**src/rtl/keypad_pkg.sv**
```systemverilog
// Shared types and key decode for the 4x4 keypad scanner.
package keypad_pkg;

    typedef enum logic [1:0] {
        ST_SCAN       = 2'd0,
        ST_PRESS_DB   = 2'd1,
        ST_HELD       = 2'd2,
        ST_RELEASE_DB = 2'd3
    } state_e;

    localparam logic [3:0] COL_IDLE = 4'hF;
    localparam logic [1:0] ROW_FIRST = 2'd0;

    // Indexed [row][col]; row 0 is the top row of the pad.
    localparam logic [3:0] KEY_MAP [0:3][0:3] = '{
        '{4'h1, 4'h2, 4'h3, 4'hA},
        '{4'h4, 4'h5, 4'h6, 4'hB},
        '{4'h7, 4'h8, 4'h9, 4'hC},
        '{4'hE, 4'h0, 4'hF, 4'hD}
    };

    function automatic logic [3:0] key_decode(input logic [1:0] row_idx,
                                              input logic [1:0] col_idx);
        return KEY_MAP[row_idx][col_idx];
    endfunction

    function automatic logic [1:0] low_col_idx(input logic [3:0] col_pat);
        logic [1:0] idx;
        idx = 2'd0;
        for (int i = 3; i >= 0; i--) begin
            if (!col_pat[i]) begin
                idx = 2'(i);
            end
        end
        return idx;
    endfunction

    function automatic logic [3:0] row_drive(input logic [1:0] row_idx);
        return ~(4'b0001 << row_idx);
    endfunction

endpackage

```
**src/rtl/keypad_tick.sv**
```systemverilog
// Free-running scan-tick divider: one-cycle tick every SCAN_DIV clocks.
module keypad_tick #(
    parameter int SCAN_DIV = 48000
) (
    input  logic clk,
    input  logic rst_n,
    output logic tick
);

    localparam int DIV_W = (SCAN_DIV > 1) ? $clog2(SCAN_DIV) : 1;
    localparam logic [DIV_W-1:0] DIV_LAST = DIV_W'(SCAN_DIV - 1);

    logic [DIV_W-1:0] div_q;
    logic [DIV_W-1:0] div_d;

    always_comb begin
        div_d = div_q + DIV_W'(1);
        if (div_q == DIV_LAST) begin
            div_d = '0;
        end
    end

    always_ff @(posedge clk or negedge rst_n) begin
        if (!rst_n) begin
            div_q <= '0;
        end else begin
            div_q <= div_d;
        end
    end

    assign tick = (div_q == DIV_LAST);

endmodule

```
**src/rtl/keypad_scanner.sv**
```systemverilog
// 4x4 matrix keypad scanner with debounced press/release and a one-clk key strobe.
// Define KEYPAD_REPEAT_EN to re-strobe the held key every REPEAT_TICKS scan ticks.
//
// state         | meaning
// ST_SCAN       | rotate the low row each tick until some column reads low
// ST_PRESS_DB   | row frozen, waiting for the captured column pattern to stay stable
// ST_HELD       | key accepted and strobed, row frozen until all columns read high
// ST_RELEASE_DB | waiting for all columns to stay high before scanning resumes
module keypad_scanner
    import keypad_pkg::*;
#(
    parameter int SCAN_DIV       = 48000,
    parameter int DEBOUNCE_TICKS = 20,
    parameter int REPEAT_TICKS   = 500
) (
    input  logic       clk,
    input  logic       rst_n,
    input  logic [3:0] col,
    output logic [3:0] row,
    output logic [3:0] key,
    output logic       key_valid
);

    localparam int DB_W = $clog2(DEBOUNCE_TICKS + 1);
    localparam logic [DB_W-1:0] DB_LAST = DB_W'(DEBOUNCE_TICKS - 1);

    if (SCAN_DIV < 2 || DEBOUNCE_TICKS < 1 || REPEAT_TICKS < 1) begin : g_param_check
        $error("keypad_scanner: SCAN_DIV must be >= 2 and tick counts >= 1");
    end

    logic       tick;
    state_e     state_q,     state_d;
    logic [1:0] row_idx_q,   row_idx_d;
    logic [3:0] cap_q,       cap_d;
    logic [DB_W-1:0] cnt_q,  cnt_d;
    logic [3:0] key_q,       key_d;
    logic       key_valid_q, key_valid_d;
    logic [3:0] col_s1_q,    col_s1_d;
    logic [3:0] col_s2_q,    col_s2_d;
    logic [3:0] col_sync;
    logic       cols_idle;

`ifdef KEYPAD_REPEAT_EN
    localparam int REP_W = $clog2(REPEAT_TICKS + 1);
    localparam logic [REP_W-1:0] REP_LAST = REP_W'(REPEAT_TICKS - 1);
    logic [REP_W-1:0] rep_q, rep_d;
`endif

    keypad_tick #(
        .SCAN_DIV (SCAN_DIV)
    ) u_tick (
        .clk   (clk),
        .rst_n (rst_n),
        .tick  (tick)
    );

    assign col_sync  = col_s2_q;
    assign cols_idle = (col_sync == COL_IDLE);

    always_ff @(posedge clk or negedge rst_n) begin
        if (!rst_n) begin
            state_q     <= ST_SCAN;
            row_idx_q   <= ROW_FIRST;
            cap_q       <= '0;
            cnt_q       <= '0;
            key_q       <= '0;
            key_valid_q <= 1'b0;
            col_s1_q    <= '0;
            col_s2_q    <= '0;
`ifdef KEYPAD_REPEAT_EN
            rep_q       <= '0;
`endif
        end else begin
            state_q     <= state_d;
            row_idx_q   <= row_idx_d;
            cap_q       <= cap_d;
            cnt_q       <= cnt_d;
            key_q       <= key_d;
            key_valid_q <= key_valid_d;
            col_s1_q    <= col_s1_d;
            col_s2_q    <= col_s2_d;
`ifdef KEYPAD_REPEAT_EN
            rep_q       <= rep_d;
`endif
        end
    end

    always_comb begin
        state_d     = state_q;
        row_idx_d   = row_idx_q;
        cap_d       = cap_q;
        cnt_d       = cnt_q;
        key_d       = key_q;
        key_valid_d = 1'b0;
        col_s1_d    = col;
        col_s2_d    = col_s1_q;
`ifdef KEYPAD_REPEAT_EN
        rep_d       = rep_q;
`endif
        if (tick) begin
            case (state_q)
                ST_SCAN: begin
                    if (cols_idle) begin
                        row_idx_d = row_idx_q + 2'd1;
                    end else begin
                        cap_d   = col_sync;
                        cnt_d   = '0;
                        state_d = ST_PRESS_DB;
                    end
                end
                ST_PRESS_DB: begin
                    // The whole pattern must hold, not just the decoded column.
                    if (col_sync != cap_q) begin
                        cnt_d   = '0;
                        state_d = ST_SCAN;
                    end else if (cnt_q == DB_LAST) begin
                        key_d       = key_decode(row_idx_q, low_col_idx(cap_q));
                        key_valid_d = 1'b1;
                        cnt_d       = '0;
                        state_d     = ST_HELD;
`ifdef KEYPAD_REPEAT_EN
                        rep_d       = '0;
`endif
                    end else begin
                        cnt_d = cnt_q + DB_W'(1);
                    end
                end
                ST_HELD: begin
                    if (cols_idle) begin
                        cnt_d   = '0;
                        state_d = ST_RELEASE_DB;
                    end
`ifdef KEYPAD_REPEAT_EN
                    else if (rep_q == REP_LAST) begin
                        rep_d       = '0;
                        key_valid_d = 1'b1;
                    end else begin
                        rep_d = rep_q + REP_W'(1);
                    end
`endif
                end
                ST_RELEASE_DB: begin
                    if (!cols_idle) begin
                        cnt_d = '0;
                    end else if (cnt_q == DB_LAST) begin
                        cnt_d     = '0;
                        row_idx_d = row_idx_q + 2'd1;
                        state_d   = ST_SCAN;
                    end else begin
                        cnt_d = cnt_q + DB_W'(1);
                    end
                end
                default: begin
                    state_d = ST_SCAN;
                end
            endcase
        end
    end

    always_comb begin
        row       = row_drive(row_idx_q);
        key       = key_q;
        key_valid = key_valid_q;
    end

endmodule

```
**config.mk**
```make
export PLATFORM = sky130hd
export DESIGN_NAME = keypad_scanner
export DESIGN_NICKNAME = d
export VERILOG_FILES = /design/src/rtl/keypad_pkg.sv /design/src/rtl/keypad_tick.sv /design/src/rtl/keypad_scanner.sv
export SDC_FILE = /design/constraint.sdc
export NUM_CORES = 1
export LEC_CHECK = 0
export CAP_MARGIN = 20
export CORE_MARGIN = 1.5
export CORE_UTILIZATION = 55
export DETAILED_ROUTE_END_ITERATION = 6
export GPL_ROUTABILITY_DRIVEN = 0
export GPL_TIMING_DRIVEN = 0
export PLACE_DENSITY = 0.75
export SYNTH_ARGS = -nofsm -noshare
export SYNTH_HDL_FRONTEND = slang
export SYNTH_SLANG_ARGS = --single-unit
```
**constraint.sdc**
```tcl
create_clock -name clk -period 3 [get_ports clk]
set_clock_uncertainty 0.15 [all_clocks]
set_input_delay 0.6 -clock clk [delete_from_list [all_inputs] [get_ports clk]]
set_output_delay 0.6 -clock clk [all_outputs]
set_load 0.05 [all_outputs]
```
Word level (Yosys, flattened, before mapping)
Cells that the tools add are included.

storage, ports and cells
  logic and storage cells = 76
  input port bits = 6
  output and inout bits = 9
  register bits after elaboration = 42

cells by class
  bitwise operators = 5
  shift operators = 1
  add/sub/neg operators = 3
  magnitude comparators = 2
  reductions and logical operators = 7
  equal/unequal tests = 13
  multiplexer cells = 36

operator list
  operator                 count
  $mux W16                 3
  $mux W2                  17
  $bmux W16 S2             1
  $mux W5                  5
  $pmux W5 S4              1
  $add A16 B1 Y16 const B  1
  $eq A16 B16 Y1 const B   1
  $ne A2 B2 Y1 const B     5
  $bmux W4 S2              1
  $mux W4                  2
  $pmux W2 S4              1
  $ge A3 B3 Y1 const B     2
  $not A2 Y3               2
  $reduce_and A3 Y1        2
  $reduce_and A6 Y1        1
  $add A5 B1 Y5 const B    1
  $eq A5 B5 Y1 const B     1
  $reduce_and A5 Y1        1
  $eq A2 B2 Y1 const B     2
  $eq A4 B4 Y1 const B     1
  $mux W1                  4
  $ne A4 B4 Y1             1
  $not A4 Y4               1
  $pmux W2 S2              1
  other kinds (8)          9

Longest topological paths before layout
Gate-level depths: netlist of the first run.

  depth after elaboration = 12
  mapped depth = 7
  gate-level depth less buffers = 6

By module
A second synthesis of the first run with hierarchy kept.

unflattened totals
  cell total of the unflattened synthesis = 199
  area, all modules = 2142.1 um^2

modules (own cells, without submodules)
  module          area each (um^2)  cells each  instances  sequential area each (um^2)
  keypad_scanner  1366.3            127         1          650.6
  keypad_tick     775.7             72          1          400.4

Worst setup path before layout of the first run
OpenSTA, ideal clock, no wires.

  path type = register to register
  start point = reg u_tick.div_q[0]
  end point = reg row_idx_q[1]
  path slack = 791 ps
  data arrival time = 1932 ps
  setup time = 128 ps
  required time = 2722 ps
  clock period less this slack = 2209 ps
  path buffers = 0
  cell stages (with the launch flop) = 7
  path through = dfrtp_1 > ha_1 > and4_1 > nand3_1 > nor4_4 > and3_1 > mux2_1

between the ends
  cells in the longest elaborated chain, start to end = 2

RTL lines
  element                      RTL line              source
  start: declaration           keypad_tick.sv:13     logic [DIV_W-1:0] div_q;
  start signal: assignment     keypad_tick.sv:27     div_q <= div_d;
  $eq A16 B16 Y1               keypad_tick.sv:31     assign tick = (div_q == DIV_LAST);
  $reduce_and A5 Y1 (no line)  n/a
  end signal: assignment       keypad_scanner.sv:75  row_idx_q <= row_idx_d;
  end: declaration             keypad_scanner.sv:33  logic [1:0] row_idx_q, row_idx_d;

Every way passes these cells.
A chain may end at the register's enable or synchronous reset.

Worst setup path in the final report of the first run
  start point = reg row_idx_q[1]
  end point = out row[0]

between the ends
  cells in the longest elaborated chain, start to end = 2

RTL lines
  element           RTL line              source
  $shl A1 B2 Y4     keypad_pkg.sv:39      return ~(4'b0001 << row_idx);
  $not A4 Y4        keypad_pkg.sv:39
  end: declaration  keypad_scanner.sv:19  output logic [3:0] row,

Every way passes these cells.

==> reports/summary.log, run 1 <==
[timing] Tcrit/Tclk final 95.6%
[worst_setup_path] critical path type register to output pin
[power] power after layout 1.15 mW
[timing] final worst path period need 2.87 ns
[timing] Final TNS setup 0 ns
[worst_setup_path] critical path required time 2.25 ns
[run_status] run status finished, final reports clean
[worst_setup_path] cell type of the slowest stage on the worst timing path sky130_fd_sc_hd__clkdlybuf4s50_1
[worst_setup_path] arrival time at the worst endpoint 2.12 ns
[power] Combinational Power Share 1.8%
[timing] unrepaired setup endpoints after global routing no
[clock_network] H-tree depth 2
[detailed_routing] aggregate routed wire length 3990 µm
[global_routing] pin count of the biggest net entering global routing 43
[worst_setup_path] delay of the slowest critical-path stage 0.79 ns
[logic_synthesis] fraction of synthesized area in multiplexers 5.81%
[power] power dissipated by switching net loads 0.217 mW
[clock_network] buffer count from post-CTS setup fixing 0
[timing] transition at the pin with the smallest max-transition slack 0.909 ns
[layout] commonest non-fill, non-tap cell in the layout sky130_fd_sc_hd__dfrtp_1
[worst_setup_path] crit path buf inv count 3
[logic_synthesis] cell accounting for the most synthesized area sky130_fd_sc_hd__dfrtp_1
[placed_design] post-DP HPWL 2890 µm
[worst_setup_path] CP dominant cell by count sky130_fd_sc_hd__inv_1
[die] overall die width 64.9 µm
[global_routing] wire length of the first global-routing pass 6950 µm
[power] cell internal power dissipation 0.933 mW
[detailed_routing] initial DRC count 92
[detailed_routing] via count 1558
[logic_synthesis] combinational family with the most area after synthesis simple AND/OR/NAND/NOR gates
[layout] area growth from synthesis to layout 16.0%
[worst_setup_path] cells along the critical path inv_1 -> ha_1 -> inv_1 -> clkdlybuf4s50_1
[timing] relative slew slack 39.4%
[logic_synthesis] share of async-settable or async-resettable flops after synthesis 100%
[worst_setup_path] Worst setup EP type output pin
[worst_setup_path] startpoint class of the critical path register
[logic_synthesis] Synth area leaders sky130_fd_sc_hd__dfrtp_1, sky130_fd_sc_hd__ha_1, sky130_fd_sc_hd__xor2_1
[power] static leakage 1.10 nW
[timing] count of final max-slew check failures 0
[clock_network] clock root buffer master sky130_fd_sc_hd__clkbuf_8
[logic_synthesis] post-synth top area share 49.8%
[logic_synthesis] number of synthesized flops with an enable pin 0
[power] maximum VDD drop 0.494 mV
[timing] Max Clock Freq 349 MHz
[layout] diodes inserted 0
[placed_design] Buffers on Ports 14
[detailed_routing] detailed-route DRC error count 0
[min_path] worst hold path class register to register
[power] PwrDens 470 mW/mm²
[logic_synthesis] cell count after synthesis 196
[timing] Final Setup Violations 0
[detailed_routing] final routed wire length divided by cell count 15.0 µm
[timing] hold violation count in the final report 0
[logic_synthesis] adder-cell share of the synthesized area 4.74%
[clock_network] hold buffer count at cts 0
[layout] filler cell count in the final layout 281
[power] switching power share of the total 18.8%
[worst_setup_path] kind of cell adding the most delay to the critical path buffers and inverters
[logic_synthesis] total nets after synthesis 210
[detailed_routing] number of nets still failing antenna checks after routing 0
[detailed_routing] number of vias per cell 5.86
[logic_synthesis] post-synthesis register bit count 42
[layout] most frequent cells in the layout sky130_fd_sc_hd__dfrtp_1, sky130_fd_sc_hd__o21ai_0
[clock_network] Skew-Pair Late Insertion Delay 0.30 ns
[layout] layout cells sized above 1 11.5%
[die] number of cell rows 22
[logic_synthesis] xor and xnor area share after synthesis 7.89%
[die] total die area 0.00422 mm²
[global_routing] initial antenna violation count 0
[logic_synthesis] number of distinct library cell variants in the gate-level netlist after synthesis 44
[logic_synthesis] simple logic cell fraction of the synthesized area 18.3%
[detailed_routing] Pre-antenna DRT Iters 4
[die] I/O pins 15
[logic_synthesis] Synthesis Warnings 0
[die] Chip Height 64.9 µm
[layout] net count of the finished layout 231
[run] total of max-cap violations 0
[clock_network] CTS-repair resized insts 0
[clock_network] CTS buffer count 5
[power] share of power burned in registers 50.0%
[clock_network] CTS sink cnt 42
[global_routing] overall track demand over capacity in global routing 21.8%
[clock_network] clock slew at the register clock pins of the worst setup and hold paths 0.08 ns
[logic_synthesis] cell area after technology mapping 0.00211 mm²
[logic_synthesis] post-synthesis compound-gate area fraction 10.4%
[logic_synthesis] share of synthesized area occupied by flip-flops and latches 49.8%
[worst_setup_path] Max FO, Critical Path 9
[logic_synthesis] syn avg cell area 10.8 µm²
[power] share of power burned in the clock network 48.2%
[clock_network] CTS tree done
[global_routing] via count of the first global-routing pass 1498
[die] initial cell density of the core 57.6%
[global_routing] grt total ovfl 0
[die] placeable core region 0.00366 mm²
[clock_network] Clock Tree Buf Depth 2
[logic_synthesis] most used flip-flop cell after synthesis sky130_fd_sc_hd__dfrtp_1
-- Yosys cell counts, drive strengths merged, types with 4 or more instances --
library cell and count:
dfrtp 42, ha 8, inv 12, mux2 8
nand2 14, nand3 13, nand4 5, nor2 13
nor3 4, o21ai 15, xnor2 8, xor2 11
-- worst reg2reg max path, stage by stage (launching register included) --
cell and delay, ns:
sky130_fd_sc_hd__dfrtp_1 0.39, sky130_fd_sc_hd__ha_1 0.24, sky130_fd_sc_hd__and4_1 0.24, sky130_fd_sc_hd__nand3_1 0.15
sky130_fd_sc_hd__nor4_4 0.56, sky130_fd_sc_hd__and3_1 0.31, sky130_fd_sc_hd__mux2_1 0.34
-- path summary, 6_finish.rpt --
check | startpoint | endpoint | slack [ns] | cells past startpoint
setup reg to reg | u_tick.div_q[0] | row_idx_q[1] | 0.53 | 6
min in group asynchronous | rst_n | u_tick.div_q[11] | 0.27 | 1
max in group asynchronous | rst_n | u_tick.div_q[2] | 1.86 | 1
hold / removal | col_s1_q[1] | col_s2_q[1] | 0.21 | 0
setup / recovery | row_idx_q[1] | row[0] | 0.13 | 4
hold reg to reg | col_s1_q[1] | col_s2_q[1] | 0.21 | 0
-- registers in the layout, indices dropped and copies added (netlist names), named ones only --
name	cells
row_idx_q	2
cap_q	4
u_tick.div_q	16
col_s2_q	4
cnt_q	5
key_valid	1
key	4
col_s1_q	4
state_q	1
-- logic make-up after synthesis --
family / after synthesis
XOR/XNOR: 19
AND/OR/NAND/NOR: 68
adder cells (fa/ha/maj): 8
multiplexers: 10
flip-flops: 42
buffers and inverters: 16
AO/OA/AOI/OAI: 33
-- per-layer routing --
| layer | up-vias | global-route usage [%] | wire, µm |
|---|---|---|---|
| met5 | - | 0 | 0 |
| met2 | 35 | 37.0 | 2010 |
| met1 | 779 | 26.9 | 1740 |
| li1 | 739 | - | - |
| met4 | 0 | 7.98 | 56 |
| met3 | 5 | 5.38 | 189 |
-- through the flow --
stage	setup WS, ns	util [%]	hold WS, ns	cell area (µm²)	instances
finish	0.133	66.8	0.205	2450	266
global route	0.0395	66.8	0.222	2450	266
CTS	0.121	66.8	0.207	2450	266
detailed placement	0.469	63.0	0.189	2300	258
global placement	0.219	63.1	0.188	2310	258
floorplan	0.791	-	0.154	2110	196
-- layout make-up --
cell class / instances / area [µm²] / share of cell area, %
Sequential cell: 42 / 1050 / 42.9
Multi-Input combinational cell: 138 / 995 / 40.6
Timing Repair Buffer: 14 / 135 / 5.52
Clock buffer: 6 / 82.6 / 3.37
Clock inverter: 2 / 60.1 / 2.45
Tap cell: 48 / 60.1 / 2.45
Inverter: 12 / 45.0 / 1.84
Buffer: 4 / 18.8 / 0.767
-- power groups by stage --
stage	combinational (mW)	clock [mW]	sequential, mW
floorplan	0.00356	0	0.585
global placement	0.0208	0	0.586
detailed placement	0.0214	0	0.586
CTS	0.0215	0.562	0.575
global route	0.0236	0.586	0.576
finish	0.0201	0.554	0.575
Power figures use the tool's default switching activity.
==> run 2, diff against run 1 <==
--- a/config.mk
+++ b/config.mk
@@ -7,11 +7,11 @@
 export LEC_CHECK = 0
 export CAP_MARGIN = 20
 export CORE_MARGIN = 1.5
-export CORE_UTILIZATION = 55
+export CORE_UTILIZATION = 58
 export DETAILED_ROUTE_END_ITERATION = 6
 export GPL_ROUTABILITY_DRIVEN = 0
 export GPL_TIMING_DRIVEN = 0
-export PLACE_DENSITY = 0.75
+export PLACE_DENSITY = 0.79
 export SYNTH_ARGS = -nofsm -noshare
 export SYNTH_HDL_FRONTEND = slang
 export SYNTH_SLANG_ARGS = --single-unit
==> reports/summary.log, run 2 (synthesis results as in run 1) <==
[run_status] run status finished, final reports clean [unchanged]
[layout] area growth from synthesis to layout 12.4% [was 16.0%]
[timing] Tcrit/Tclk final 93.7% [was 95.6%]
[layout] total area of multi-input combinational cells 995 µm² [unchanged]
[clock_network] Clock Tree Buf Depth 2 [unchanged]
[detailed_routing] Pre-antenna DRT Iters 4 [unchanged]
[layout] Non-Filler Cell Area, Final 0.00237 mm² [was 0.00245 mm²]
[detailed_routing] number of vias per cell 5.72 [was 5.86]
[worst_setup_path] Crit Reg-Reg Startpoint u_tick.div_q[0] [unchanged]
[die] number of cell rows 21 [was 22]
[global_routing] initial antenna violation count 0 [unchanged]
[timing] hold violation count in the final report 0 [unchanged]
[placed_design] Buffers on Ports 14 [unchanged]
[timing] Final Setup Violations 0 [unchanged]
[layout] largest reg by FF count u_tick.div_q [unchanged]
[global_routing] via count of the first global-routing pass 1505 [was 1498]
[die] initial cell density of the core 61.8% [was 57.6%]
[detailed_routing] number of nets still failing antenna checks after routing 0 [unchanged]
[power] PwrDens 377 mW/mm² [was 470 mW/mm²]
[clock_network] clock root buffer master sky130_fd_sc_hd__clkbuf_4 [was sky130_fd_sc_hd__clkbuf_8]
[detailed_routing] aggregate routed wire length 3790 µm [was 3990 µm]
[detailed_routing] final routed wire length divided by cell count 14.3 µm [was 15.0 µm]
[global_routing] wire length of the first global-routing pass 6530 µm [was 6950 µm]
[worst_setup_path] critical path startpoint row_idx_q[0] [was row_idx_q[1]]
[timing] Max Clock Freq 356 MHz [was 349 MHz]
[die] total die area 0.00401 mm² [was 0.00422 mm²]
[detailed_routing] detailed-route DRC error count 0 [unchanged]
[clock_network] H-tree depth 2 [unchanged]
[global_routing] pin count of the biggest net entering global routing 43 [unchanged]
[worst_setup_path] reg2reg end row_idx_q[1] [unchanged]
[power] maximum VDD drop 0.328 mV [was 0.494 mV]
[die] Chip Height 63.3 µm [was 64.9 µm]
[worst_setup_path] startpoint class of the critical path register [unchanged]
[clock_network] CTS buffer count 5 [unchanged]
[global_routing] overall track demand over capacity in global routing 21.3% [was 21.8%]
[clock_network] buffer count from post-CTS setup fixing 0 [unchanged]
[die] placeable core region 0.00342 mm² [was 0.00366 mm²]
[layout] registers with the most flip-flops u_tick.div_q (16), cnt_q (5) [unchanged]
[placed_design] pre-CTS setup slack 0.478 ns [was 0.469 ns]
[timing] count of final max-slew check failures 0 [unchanged]
[worst_setup_path] critical path required time 2.25 ns [about the same]
[timing] smallest hold slack 0.195 ns [was 0.205 ns]
[layout] net count of the finished layout 231 [unchanged]
[worst_setup_path] critical path type register to output pin [unchanged]
[layout] most frequent cells in the layout sky130_fd_sc_hd__dfrtp_1, sky130_fd_sc_hd__o21ai_0, sky130_fd_sc_hd__nand3_1, sky130_fd_sc_hd__nand2_1, sky130_fd_sc_hd__nor2_1 [was sky130_fd_sc_hd__dfrtp_1, sky130_fd_sc_hd__o21ai_0]
[clock_network] CTS tree done [unchanged]
[worst_setup_path] Max FO, Critical Path 6 [was 9]
[timing] unrepaired setup endpoints after global routing no [unchanged]
[timing] min setup slack post-route 0.190 ns [was 0.133 ns]
[global_routing] grt total ovfl 0 [unchanged]
[layout] commonest non-fill, non-tap cell in the layout sky130_fd_sc_hd__dfrtp_1 [unchanged]
[worst_setup_path] logic depth of the worst register-to-register path 6 [unchanged]
[clock_network] clock slew at the register clock pins of the worst setup and hold paths 0.12 ns [was 0.08 ns]
[layout] number of flip-flops in the largest register 16 [unchanged]
[clock_network] hold buffer count at cts 0 [unchanged]
[detailed_routing] via count 1509 [was 1558]
[die] overall die width 63.3 µm [was 64.9 µm]
[min_path] worst hold path class input pin to async pin [was register to register]
[worst_setup_path] Worst setup EP type output pin [unchanged]
[run] total of max-cap violations 0 [unchanged]
[layout] register area 0.00105 mm² [unchanged]
[clock_network] Skew-Pair Late Insertion Delay 0.36 ns [was 0.30 ns]
[detailed_routing] initial DRC count 46 [was 92]
[clock_network] CTS sink cnt 42 [unchanged]
[power] static leakage 1.08 nW [was 1.10 nW]
[timing] final worst path period need 2.81 ns [was 2.87 ns]
[timing] transition at the pin with the smallest max-transition slack 0.882 ns [was 0.909 ns]
[worst_setup_path] arrival time at the worst endpoint 2.06 ns [was 2.12 ns]
[layout] diodes inserted 0 [unchanged]
[timing] Final TNS setup 0 ns [unchanged]
[placed_design] Cell Area, Placed 0.00230 mm² [about the same]
[placed_design] post-DP HPWL 2820 µm [was 2890 µm]
[die] I/O pins 15 [unchanged]
[timing] relative slew slack 41.2% [was 39.4%]
[worst_setup_path] Register-to-Register Setup Slack 0.52 ns [was 0.53 ns]
[layout] filler cell count in the final layout 270 [was 281]
[clock_network] CTS-repair resized insts 0 [unchanged]
[layout] layout cells sized above 1 11.5% [unchanged]
## run 2: changes by cell type in the layout (fill, tap and decap cells not counted)
cell,delta
sky130_fd_sc_hd__bufinv_16,-2
sky130_fd_sc_hd__clkbuf_4,+5
sky130_fd_sc_hd__clkdlybuf4s50_1,-2
sky130_fd_sc_hd__clkinv_2,+1
sky130_fd_sc_hd__dlymetal6s2s_1,+2
sky130_fd_sc_hd__clkinvlp_4,+1
sky130_fd_sc_hd__clkbuf_8,-5
## run 2: final cells by class
cell class              count  area share (%)
repair buffers             14            5.91
plain buffers               4           0.792
well taps                  46            2.43
clock buffers               6            2.16
clock inverters             2           0.528
inverters                  12            1.90
flip-flops and latches     42            44.3
multi-input cells         138            42.0
## run 2: power by group
group          switching [mW]  leakage (nW)  total (mW)  internal, mW
Combinational          0.0130         0.492      0.0199       0.00692
Sequential            0.00372         0.554       0.575         0.571
Clock                   0.186        0.0343       0.298         0.113
## run 2: metrics by stage
| stage | util [%] | power (mW) | cells |
|---|---|---|---|
| 3_3_place_gp | 67.5 | 0.607 | 256 |
| 5_1_grt | 69.4 | 0.931 | 264 |
| 6_report | 69.4 | 0.893 | 264 |
| 4_1_cts | 69.3 | 0.907 | 264 |
| 3_5_place_dp | 67.4 | 0.607 | 256 |
| 2_1_floorplan | - | 0.589 | 196 |
## run 2: how the worst max path moves through the flow
stage / to / slack [ns] / cells after the start
after floorplan: row_idx_q[1] / 0.79 / 6
after global routing: row[2] / 0.11 / 4
after detailed placement: row[0] / 0.48 / 4
after global placement: u_tick.div_q[12] / 0.22 / 1
final: row[2] / 0.19 / 4
after CTS: row[0] / 0.06 / 4
## run 2: metal layers
layer / share of wire (%) / GRT usage (%) / vias to the layer above
li1: - / - / 736
met1: 45 / 26.2 / 736
met2: 49 / 36.0 / 30
met3: 3.5 / 5.36 / 7
met4: 1.7 / 8.15 / 0
met5: 0 / 0 / -
## run 2: worst max-delay path: stages, from the launching register on
cell	delay, ns
sky130_fd_sc_hd__dfrtp_1	0.44
sky130_fd_sc_hd__inv_1	0.16
sky130_fd_sc_hd__ha_1	0.24
sky130_fd_sc_hd__inv_1	0.07
sky130_fd_sc_hd__clkdlybuf4s50_1	0.79
==> run 3, diff against run 2 <==
--- a/config.mk
+++ b/config.mk
@@ -5,7 +5,7 @@
 export SDC_FILE = /design/constraint.sdc
 export NUM_CORES = 1
 export LEC_CHECK = 0
-export CAP_MARGIN = 20
+export CAP_MARGIN = 30
 export CORE_MARGIN = 1.5
 export CORE_UTILIZATION = 58
 export DETAILED_ROUTE_END_ITERATION = 6
==> results of run 3 <==
The final DEF is identical to that of run 2; final timing and power are the same.
==> edit (config.mk and constraints of run 3) <==
`SCAN_DIV` is set to 48000 in 2 places; all go to 192000.
--- a/src/rtl/keypad_tick.sv
+++ b/src/rtl/keypad_tick.sv
@@ -2,3 +2,3 @@
 module keypad_tick #(
-    parameter int SCAN_DIV = 48000
+    parameter int SCAN_DIV = 192000
 ) (
--- a/src/rtl/keypad_scanner.sv
+++ b/src/rtl/keypad_scanner.sv
@@ -11,3 +11,3 @@
 #(
-    parameter int SCAN_DIV       = 48000,
+    parameter int SCAN_DIV       = 192000,
     parameter int DEBOUNCE_TICKS = 20,
Formal check against the unedited RTL: no difference found for any inputs over 10 cycles, from zero or initial values and one cycle with rst_n low; that may be too few to reach the edited logic, so the function may still have changed.
==> edit against run 3 <==
  * Power grew 20%
  * Synthesized area grew 4.9%
  * Die area grew 4.6%
  * Sequential power grew 4.5%
  * Setup slack lost 0.0019 ns
  * Synthesized cell count grew 5.1%
  * Cell area grew 7.3%
  * Register-to-register slack gained 0.26 ns
  * Sequential cell count grew 2
  * Routed wire length grew 5.5%
  * Critical path depth is the same
  * Hold slack lost 0.086 ns
  * Critical path type unchanged
  * Critical endpoint is now row[0]
==> edit: results (changes against run 3) <==
[run_status]
outcome=completed  ; unchanged

[route]
first_pass_iters=4  ; unchanged
viasPerCell=5.84  ; was 5.72
routed_wl_mm=4.00  ; was 3.79 mm
drt-initial-drc-count=92  ; was 46

[place]
placed_area_sq_um=2410  ; was 2300 sq um
post-dp-hpwl_mm=2.99  ; was 2.82 mm
post-place-ws_ns=0.525  ; was 0.478 ns
portBuffers=14  ; unchanged
dpl.cell_count=268  ; was 256

[clock_network]
cts_buffers=5  ; unchanged
clk_pin_slew_worst_paths_ns=0.09  ; was 0.12 ns
ctsLongestPathBuffers=2  ; unchanged
root_buffer=clkbuf_8  ; was clkbuf_4
clk_latency_ns=0.29  ; was 0.36 ns

[yosys]
synth_compound_area_share_pct=8.54  ; was 10.4%
ys_seq_area_share_pct=49.8  ; about the same
async_flop_share_pct=100  ; unchanged
synthTopCellsByArea=dfrtp_1, ha_1, xnor2_1  ; was dfrtp_1, ha_1, xor2_1
synth_common_cells=dfrtp_1, nor2_1, nand2_1, xnor2_1  ; was dfrtp_1, o21ai_0, nand2_1, nand3_1, nor2_1
synthCells=206  ; was 196
synth_mux_area_share_pct=6.45  ; was 5.81%
yosysUniqueCellTypes=44  ; unchanged
syn_nets=220  ; was 210
yosys.area_share.adder_pct=4.52  ; was 4.74%
synth_xor_area_share_pct=7.92  ; was 7.89%

[power_and_ir_drop]
p_sw_share_pct=20.2  ; was 22.7%
p_leak_uw=0.00115  ; was 0.00108 uW
irDropWorstVdd_mv=0.331  ; was 0.328 mV

[critical_path]
worstPathMaxFanout=9  ; was 6
max_stage_delay_ns=0.79  ; about the same
cp_top_family=buffers and inverters  ; unchanged

[grt]
grtUsageTotal_pct=21.9  ; was 21.3%
first_global_vias=1643  ; was 1505
antenna_found_initial=0  ; unchanged
grt_pass1_wl_mm=7.01  ; was 6.53 mm
grt_max_degree=45  ; was 43

[layout]
top_regs=u_tick.div_q (18), cnt_q (5)  ; was u_tick.div_q (16), cnt_q (5)
fill_cells=260  ; was 270
drive_above_1_share_pct=12.2  ; was 11.5%
diodes=0  ; unchanged
fin_nets=242  ; was 231
fin_cells=277  ; was 264

[sta]
tightest_slew_ns=0.560  ; was 0.882 ns

==> edit: cell count changes after synthesis, moves of 4 or more <==
cell     change
and2_1       +5
a21oi_1      +4
nand3_1      -4
and3_1       +4
nand4_1      +5
o21ai_0      -5
nor2_1       +5
==> edit: final timing paths <==
| path | from | endpoint | slack [ns] | cells past startpoint |
|---|---|---|---|---|
| worst max-delay path | row_idx_q[1] | row[0] | 0.19 | 4 |
| worst min-delay path | rst_n | key[0] | 0.11 | 2 |
| worst max register to register | u_tick.div_q[0] | key[3] | 0.78 | 6 |
| worst min register to register | col_s1_q[1] | col_s2_q[1] | 0.20 | 0 |
| max in group asynchronous | rst_n | cap_q[2] | 2.37 | 2 |
| min in group clk | col_s1_q[1] | col_s2_q[1] | 0.20 | 0 |
==> edit: cell type report <==
cell class	instances	area [sq um]	share of cell area [%]
Buffer	5	23.8	0.935
Clock buffer	5	68.8	2.71
Clock inverter	3	47.5	1.87
Inverter	9	33.8	1.33
Multi-Input combinational cell	148	1050	41.4
Sequential cell	44	1100	43.3
Tap cell	48	60.1	2.36
Timing Repair Buffer	15	155	6.10
==> edit: cells by family after synthesis <==
kind of cell,count (synthesis)
XOR/XNOR,20
AND/OR/NAND/NOR,79
adder cells (fa/ha/maj),8
multiplexers,12
AO/OA/AOI/OAI,29
buffers and inverters,14
flip-flops,44
==> edit: metal layers <==
metal	GRT usage (%)	vias up	part of all wire [%]
li1	-	768	-
met1	26.1	814	43
met3	5.38	2	3.3
met2	38.8	33	53
met4	6.65	0	0.43
met5	0	-	0
==> edit: power by group through the flow <==
stage	clock, uW	combinational, uW	sequential, uW
floorplan	0	4.19	612
global placement	0	22.1	613
detailed placement	0	22.3	613
CTS	463	22.5	601
global route	483	28.2	602
finish	450	24.7	601
